<file path="src/rtl/csi2_lane2_pkt_parser.sv">
`default_nettype none
// ============================================================================
// Module   : csi2_lane2_pkt_parser
// Purpose  : MIPI CSI-2 packet decoder for a 2-lane merged byte stream that is
//            already sync-byte stripped and lane aligned. It checks the header
//            ECC, filters on virtual channel and data type, tracks frame valid
//            from FS/FE short packets and forwards RAW8 long-packet payload as
//            16-bit words qualified by line valid. The CRC word is discarded.
//
// Ports    : clk        - byte clock (lane word clock)
//            rstn       - asynchronous active-low reset (sync release upstream)
//            lane_data  - [7:0] lane0 byte, [15:8] lane1 byte, in byte order
//            lane_valid - high for one whole HS burst (one packet per burst)
//            dout       - payload word, same byte order as lane_data
//            fv_out     - frame valid
//            lv_out     - line valid / payload qualifier for dout
//            ecc_err    - 1-cycle pulse on header ECC mismatch
//            pkt_err    - 1-cycle pulse on truncation or illegal pixel WC
//
// Revision : 1.0 - initial release
// ============================================================================
module csi2_lane2_pkt_parser #(
    parameter logic [1:0]  VC       = 2'd0,
    parameter logic [5:0]  DT_PIXEL = 6'h2A,
    parameter logic [15:0] MAX_WC   = 16'd8192
) (
    input  logic        clk,
    input  logic        rstn,
    input  logic [15:0] lane_data,
    input  logic        lane_valid,
    output logic [15:0] dout,
    output logic        fv_out,
    output logic        lv_out,
    output logic        ecc_err,
    output logic        pkt_err
);

    // ------------------------------------------------------------------------
    // State encoding
    // ------------------------------------------------------------------------
    localparam logic [2:0] c_S_IDLE     = 3'd0;
    localparam logic [2:0] c_S_HDR1     = 3'd1;
    localparam logic [2:0] c_S_PAYLOAD  = 3'd2;
    localparam logic [2:0] c_S_CRC      = 3'd3;
    localparam logic [2:0] c_S_WAIT_END = 3'd4;

    localparam logic [5:0] c_DT_FS       = 6'h00;
    localparam logic [5:0] c_DT_FE       = 6'h01;
    localparam logic [5:0] c_DT_SHORT_HI = 6'h0F;

    // ------------------------------------------------------------------------
    // CSI-2 6-bit Hamming header ECC over d = {WC[15:0], DI[7:0]}
    // ------------------------------------------------------------------------
    function automatic logic [5:0] f_csi2_ecc(input logic [23:0] d);
        logic [5:0] p;
        p[0] = d[0]  ^ d[1]  ^ d[2]  ^ d[4]  ^ d[5]  ^ d[7]  ^ d[10] ^
               d[11] ^ d[13] ^ d[16] ^ d[20] ^ d[21] ^ d[22] ^ d[23];
        p[1] = d[0]  ^ d[1]  ^ d[3]  ^ d[4]  ^ d[6]  ^ d[8]  ^ d[10] ^
               d[12] ^ d[14] ^ d[17] ^ d[20] ^ d[21] ^ d[22] ^ d[23];
        p[2] = d[0]  ^ d[2]  ^ d[3]  ^ d[5]  ^ d[6]  ^ d[9]  ^ d[11] ^
               d[12] ^ d[15] ^ d[18] ^ d[20] ^ d[21] ^ d[22];
        p[3] = d[1]  ^ d[2]  ^ d[3]  ^ d[7]  ^ d[8]  ^ d[9]  ^ d[13] ^
               d[14] ^ d[15] ^ d[19] ^ d[20] ^ d[21] ^ d[23];
        p[4] = d[4]  ^ d[5]  ^ d[6]  ^ d[7]  ^ d[8]  ^ d[9]  ^ d[16] ^
               d[17] ^ d[18] ^ d[19] ^ d[20] ^ d[22] ^ d[23];
        p[5] = d[10] ^ d[11] ^ d[12] ^ d[13] ^ d[14] ^ d[15] ^ d[16] ^
               d[17] ^ d[18] ^ d[19] ^ d[21] ^ d[22] ^ d[23];
        return p;
    endfunction

    // ------------------------------------------------------------------------
    // Registers
    // ------------------------------------------------------------------------
    logic [2:0]  r_state;
    logic [2:0]  w_state_nxt;
    logic [7:0]  r_di;        // data identifier from header word0
    logic [7:0]  r_wc_lo;     // WC[7:0] from header word0
    logic [15:0] r_cnt;       // payload words still expected
    logic [15:0] r_dout;
    logic        r_fv;
    logic        r_lv;
    logic        r_ecc_err;
    logic        r_pkt_err;

    // ------------------------------------------------------------------------
    // Header decode. Only meaningful in HDR1, where lane_data carries word1.
    // ------------------------------------------------------------------------
    logic [15:0] w_wc;
    logic [7:0]  w_ecc_rx;
    logic [5:0]  w_ecc_calc;
    logic [5:0]  w_dt;
    logic        w_ecc_ok;
    logic        w_vc_ok;
    logic        w_is_pixel;
    logic        w_wc_ok;
    logic        w_line_ok;

    assign w_wc       = {lane_data[7:0], r_wc_lo};
    assign w_ecc_rx   = lane_data[15:8];
    assign w_ecc_calc = f_csi2_ecc({w_wc, r_di});
    // Reserved ECC bits must be zero; no single-bit correction is attempted.
    assign w_ecc_ok   = (w_ecc_rx[7:6] == 2'b00) && (w_ecc_rx[5:0] == w_ecc_calc);
    assign w_vc_ok    = (r_di[7:6] == VC);
    assign w_dt       = r_di[5:0];
    assign w_is_pixel = (w_dt == DT_PIXEL);
    // Two RAW8 bytes per word, so a pixel line needs an even, non-zero WC.
    assign w_wc_ok    = !w_wc[0] && (w_wc != 16'd0) && (w_wc <= MAX_WC);
    assign w_line_ok  = w_ecc_ok && w_vc_ok && w_is_pixel && w_wc_ok;

    // ------------------------------------------------------------------------
    // FSM: state register
    // ------------------------------------------------------------------------
    always_ff @(posedge clk or negedge rstn) begin
        if (!rstn) begin
            r_state <= c_S_IDLE;
        end else begin
            r_state <= w_state_nxt;
        end
    end

    // ------------------------------------------------------------------------
    // FSM: next-state logic
    // ------------------------------------------------------------------------
    always_comb begin
        w_state_nxt = r_state;
        case (r_state)
            c_S_IDLE: begin
                if (lane_valid) w_state_nxt = c_S_HDR1;
            end
            c_S_HDR1: begin
                if (!lane_valid)    w_state_nxt = c_S_IDLE;
                else if (w_line_ok) w_state_nxt = c_S_PAYLOAD;
                else                w_state_nxt = c_S_WAIT_END;
            end
            c_S_PAYLOAD: begin
                if (!lane_valid)           w_state_nxt = c_S_IDLE;
                else if (r_cnt == 16'd1)   w_state_nxt = c_S_CRC;
            end
            c_S_CRC: begin
                // A burst that ends right after the last payload word is fine.
                w_state_nxt = lane_valid ? c_S_WAIT_END : c_S_IDLE;
            end
            c_S_WAIT_END: begin
                if (!lane_valid) w_state_nxt = c_S_IDLE;
            end
            default: w_state_nxt = c_S_IDLE;
        endcase
    end

    // ------------------------------------------------------------------------
    // FSM: output / datapath next values (all outputs are registered below)
    // ------------------------------------------------------------------------
    logic        w_hdr_load;
    logic [15:0] w_cnt_nxt;
    logic [15:0] w_dout_nxt;
    logic        w_fv_nxt;
    logic        w_lv_nxt;
    logic        w_ecc_err_nxt;
    logic        w_pkt_err_nxt;

    always_comb begin
        w_hdr_load    = 1'b0;
        w_cnt_nxt     = r_cnt;
        w_dout_nxt    = r_dout;       // dout holds while lv_out is low
        w_fv_nxt      = r_fv;
        w_lv_nxt      = 1'b0;
        w_ecc_err_nxt = 1'b0;
        w_pkt_err_nxt = 1'b0;
        case (r_state)
            c_S_IDLE: begin
                w_hdr_load = lane_valid;
            end
            c_S_HDR1: begin
                if (!lane_valid) begin
                    w_pkt_err_nxt = 1'b1;
                end else if (!w_ecc_ok) begin
                    w_ecc_err_nxt = 1'b1;
                end else if (w_vc_ok) begin
                    if (w_dt == c_DT_FS) begin
                        w_fv_nxt = 1'b1;
                    end else if (w_dt == c_DT_FE) begin
                        w_fv_nxt = 1'b0;
                    end else if (w_dt <= c_DT_SHORT_HI) begin
                        w_fv_nxt = r_fv;   // other short packets are ignored
                    end else if (w_is_pixel) begin
                        if (w_wc_ok) w_cnt_nxt = {1'b0, w_wc[15:1]};
                        else         w_pkt_err_nxt = 1'b1;
                    end
                end
            end
            c_S_PAYLOAD: begin
                if (lane_valid) begin
                    w_dout_nxt = lane_data;
                    w_lv_nxt   = 1'b1;
                    w_cnt_nxt  = r_cnt - 16'd1;
                end else begin
                    w_pkt_err_nxt = 1'b1;
                end
            end
            default: begin
                w_lv_nxt = 1'b0;
            end
        endcase
    end

    // ------------------------------------------------------------------------
    // Registered datapath and outputs
    // ------------------------------------------------------------------------
    always_ff @(posedge clk or negedge rstn) begin
        if (!rstn) begin
            r_di      <= 8'd0;
            r_wc_lo   <= 8'd0;
            r_cnt     <= 16'd0;
            r_dout    <= 16'd0;
            r_fv      <= 1'b0;
            r_lv      <= 1'b0;
            r_ecc_err <= 1'b0;
            r_pkt_err <= 1'b0;
        end else begin
            if (w_hdr_load) begin
                r_di    <= lane_data[7:0];
                r_wc_lo <= lane_data[15:8];
            end
            r_cnt     <= w_cnt_nxt;
            r_dout    <= w_dout_nxt;
            r_fv      <= w_fv_nxt;
            r_lv      <= w_lv_nxt;
            r_ecc_err <= w_ecc_err_nxt;
            r_pkt_err <= w_pkt_err_nxt;
        end
    end

    assign dout    = r_dout;
    assign fv_out  = r_fv;
    assign lv_out  = r_lv;
    assign ecc_err = r_ecc_err;
    assign pkt_err = r_pkt_err;

endmodule
`default_nettype wire

</file>
<file path="config.mk">
export PLATFORM = sky130hd
export DESIGN_NAME = csi2_lane2_pkt_parser
export DESIGN_NICKNAME = d
export VERILOG_FILES = /design/src/rtl/csi2_lane2_pkt_parser.sv
export SDC_FILE = /design/constraint.sdc
export NUM_CORES = 1
export LEC_CHECK = 0
export CAP_MARGIN = 20
export CELL_PAD_IN_SITES_DETAIL_PLACEMENT = 2
export CELL_PAD_IN_SITES_GLOBAL_PLACEMENT = 2
export CORE_MARGIN = 2
export CORE_UTILIZATION = 39
export CTS_BUF_LIST = sky130_fd_sc_hd__clkbuf_8
export DETAILED_ROUTE_END_ITERATION = 10
export PLACE_DENSITY_LB_ADDON = 0.25
export SYNTH_ARGS = -nofsm -noshare
export SYNTH_HDL_FRONTEND = slang
export SYNTH_SLANG_ARGS = --single-unit
</file>
<file path="constraint.sdc">
create_clock -name clk -period 7.1 [get_ports clk]
set_input_delay 1.42 -clock clk [delete_from_list [all_inputs] [get_ports clk]]
set_output_delay 1.42 -clock clk [all_outputs]
set_load 0.03 [all_outputs]
</file>
Word level (Yosys, flattened, before mapping) --
Index checks and enable logic that the tools add are counted.
Storage, ports and cells: bits in registers 55, word-level logic and storage cells 159, input port bits 19
Cells by class: order comparisons 2, bitwise operators 73, reduce and logical (&&, ||, !) cells 18, add/subtract/negate cells 1, eq/ne operators 20, multiplexer cells 36
Operators by type and width (number):
- $mux W16 | 9
- $xor A1 B1 Y1 | 73
- $pmux W16 S2 | 1
- $ne A2 B2 Y1 const B | 11
- $mux W3 | 7
- $mux W1 | 17
- $eq A16 B1 Y1 const B | 1
- $le A16 B14 Y1 const B | 1
- $reduce_bool A16 Y1 | 1
- $sub A16 B1 Y16 const B | 1
- $pmux W3 S5 | 1
- $reduce_and A10 Y1 | 1
- $eq A3 B2 Y1 const B | 2
- $eq A6 B1 Y1 const B | 1
- $eq A6 B6 Y1 | 1
- $eq A6 B6 Y1 const B | 1
- $le A6 B4 Y1 const B | 1
- $logic_and A1 B1 Y1 | 6
- $logic_not A6 Y1 | 1
- $reduce_and A5 Y1 | 1
- $logic_not A2 Y1 | 2
- $reduce_bool A2 Y1 | 2
- $eq A3 B1 Y1 const B | 1
- $eq A3 B3 Y1 const B | 1
- other kinds (6) | 6

Depth between registers and ports, before layout --
depth after elaboration 21, depth in mapped cells 12

Least setup slack after synthesis --
OpenSTA, ideal clock, no wires.
kind input port to flip-flop, from input lane_data[4], to register r_cnt[9], setup slack 3.305 ns, setup time 0.131 ns, path buffers 1, data required time 6.969 ns, cell stages on the path 9, arrival 3.664 ns, path through clkbuf_1 > xnor3_1 > xor2_1 > xnor2_1 > or3_1 > a221oi_2 > nand4_1 > a221oi_1 > a21oi_1
On the way: word-level cells in the longest chain between the ends 8
Ends and longest elaborated chain:
- start, declared | line 29 | input logic [15:0] lane_data,
- branches (longest 7 deep; another with $le A16 B14 Y1)
- $reduce_and A10 Y1 (no line) *
- end signal, assigned | line 224 | r_cnt <= w_cnt_nxt;
- end, declared | line 78 | logic [15:0] r_cnt;
Every way passes the cells marked *. A chain may end at the register's enable or synchronous reset.

Worst setup path in the final report --
from input lane_data[2], to register r_cnt[5]
On the way: word-level cells in the longest chain between the ends 9
Ends and longest elaborated chain:
- $xor A1 B1 Y1 (on tied branches) (5 in series) | line 65, 67
- $eq A6 B6 Y1 | line 102 | assign w_ecc_ok = (w_ecc_rx[7:6] == 2'b00) && (w_ecc_rx[5:0] == w_ecc_calc);
- $logic_and A1 B1 Y1 | line 102
- $ne A2 B2 Y1 (no line)
- $reduce_and A10 Y1 (no line) *
Every way passes the cells marked *; elsewhere a longest branch is shown, timed or not.

==> results.toml <==
[status]
status = "complete, no violations"

[routing]
drc = 0
avgRoutedWirePerCell_um = 22.5
vias = 2920
drt_iter0_drc = 137
antenna_left = 0
wirelength_mm = 11.4
viasPerCell = 5.77
dr.pass1.iters = 4

[hold_path]
min_from = "dout[5]"
hp-class = "reg2reg"
whs_path_depth = 2
min_to = "dout[5]"

[worst_setup_path]
rr_endpoint = "r_cnt[5]"
cp.arrival_ns = 4.80
required_ns = 7.34
crit_type = "in2reg"
critPathCaptureType = "flop"
critPathLaunchType = "primary input"
r2r_cells = 10
rr_startpoint = "r_di[0]"
cp_max_fo = 14
reg2reg_slack_ns = 3.26

[clock_network]
cts_htree_levels = 2
clkTransAtPathRegs_ns = 0.12
ctsResizeCount = 0
cts_buffers = 5
clockBufferDepth = 2
cts.root.buffer_cell = "clkbuf_8"
cts_sinks = 55
ctsHoldBuffers = 0
clk_latency_ns = 0.33
post_cts_buffers = 0
cts_tree = "done"

[synthesis]
yosysSeqAreaShare_pct = 40.6
synth_cells = 365
synthDistinctLibCells = 52
synthDominantCellAreaShare_pct = 40.6
yosys.area.top_type = "dfrtp_1"
synth_area_um2 = 3390
synth_commonest_cells = "nand2_1 (77), dfrtp_1 (55), nor2_1 (22)"
synth_seq_cells = 55
synth_area_per_cell_um2 = 9.29
yosysMostFrequentCell = "nand2_1"
syn-num-nets = 393
synth_warnings = 0
async_flop_share_pct = 100
synth-edff-count = 0
ys_top_cells_by_area = "dfrtp_1 (41%), nand2_1 (8.5%), xnor2_1 (5.4%)"
synthFlopType = "dfrtp_1"

[cells_and_area]
fill_cells = 930
area.growth.synth_to_final_pct = 16.4
fin_nets = 425
final_cells = 506
utilization_pct = 45.9
n_antenna_cell = 0
drive_gt1_share_pct = 8.79

[pwr]
p_per_area_nw_per_um2 = 249
power.leakage_uw = 0.00171
ir_worst_vdd_uv = 104

[global_route]
grt_pass1_vias = 3287
grt_max_degree = 56
grtUsageTotal_pct = 25.2
antenna_found_initial = 0
gr-total-overflow = 0
grt_pass1_wl_mm = 18.5

[job]
maxCapViolCount = 0

[timing]
setup_tns_ns = 0
maxSlewViolCount = 0
fin_crit_sh_pct = 64.2
setup_viol = 0
fin_crit_ns = 4.56
hold_viol_final = 0
max_freq_mhz = 219
clock_skew_ns = 0.0136
rsz0062_at_grt = "no"
tightest_slew_ns = 0.889
slew_headroom_pct = 40.2

[placement]
dp_hpwl_mm = 8.19
io_buffers = 38
dp_cells = 498
gp_congestion = 0.867

[floorplanning]
start_util_pct = 39.4
ios = 39
rows = 34
die_h_um = 97.2
coreArea_um2 = 8590
die_w_um = 97.2
dieArea_um2 = 9450
[state kept, by name (all words and copies together), names as in the netlist]
register and cells:
pkt_err 1, dout 16, ecc_err 1, r_state 3
fv_out 1, lv_out 1, r_cnt 16, r_wc_lo 8
r_di 8
[layout by cell type (no fill, tap or decap), types with 2 or more instances in the layout]
cell,n
a21oi_1,13
a22oi_1,6
a31oi_1,3
and2_2,2
and3_1,2
buf_4,5
clkbuf_8,5
clkdlybuf4s50_1,37
dfrtp_1,55
ha_1,9
inv_1,17
mux2_2,11
nand2_1,77
nand3_1,10
nand4_1,3
nor2_1,22
nor3_1,7
nor4_1,10
nor4b_1,2
o211ai_1,3
o21a_1,3
o21ai_0,15
o221ai_1,8
o22ai_1,5
o311ai_0,2
or3_1,2
xnor2_1,21
xnor3_1,7
xor2_1,9
[layout make-up]
class	instances	area, um2	share of cell area [%]
Tap cell	108	135	3.42
Multi-Input combinational cell	274	1860	47.1
Clock inverter	3	27.5	0.698
Clock buffer	5	68.8	1.74
Inverter	18	67.6	1.71
Sequential cell	55	1380	34.9
Timing Repair Buffer	43	413	10.5
[worst max-delay path: stages]
cell and delay [ns]:
clkdlybuf4s50_1 0.64, xor2_1 0.27, xnor3_1 0.47, xor2_1 0.18
or4_4 0.44, a221oi_2 0.30, and4_1 0.63, nor2_2 0.21
o221ai_1 0.24
[cells by family after synthesis]
kind of cell             synth area share, %
AO/OA/AOI/OAI                           13.2
XOR/XNOR                                14.4
buffers and inverters                   4.72
adder cells (fa/ha/maj)                 3.32
AND/OR/NAND/NOR                         19.9
multiplexers                            3.95
flip-flops                              40.6
[stage by stage]
| step | hold WS [ns] | area, um2 | setup WS (ns) | total power, uW |
|---|---|---|---|---|
| 2_1_floorplan | 0.456 | 3390 | 3.31 | 675 |
| 3_3_place_gp | 0.459 | 3850 | 2.39 | 762 |
| 3_5_place_dp | 0.470 | 3850 | 2.24 | 783 |
| 4_1_cts | 0.501 | 3950 | 2.57 | 991 |
| 5_1_grt | 0.533 | 3950 | 2.39 | 1040 |
| 6_report | 0.493 | 3950 | 2.54 | 984 |
[metal layers]
| metal | track usage (%) | part of all wire, % |
|---|---|---|
| met1 | 32.6 | 44 |
| met4 | 7.05 | 2.5 |
| met2 | 43.3 | 49 |
| met5 | 0 | 0 |
| met3 | 5.04 | 4.8 |
[worst max path at each step]
stage / slack [ns] / from / cells past startpoint / to
2_1_floorplan: 3.31 / lane_data[4] / 9 / r_cnt[9]
3_3_place_gp: 2.39 / lane_data[2] / 9 / r_cnt[2]
4_1_cts: 2.57 / lane_data[2] / 9 / r_cnt[13]
6_report: 2.54 / lane_data[2] / 9 / r_cnt[5]
5_1_grt: 2.39 / lane_data[2] / 9 / r_cnt[5]
3_5_place_dp: 2.24 / lane_data[2] / 9 / r_cnt[13]
[report_power, final]
group | total (uW) | switching, uW | internal [uW]
Clock | 193 | 120 | 72.9
Combinational | 405 | 195 | 210
Sequential | 385 | 47.4 | 338
Power figures use the tool's default switching activity.
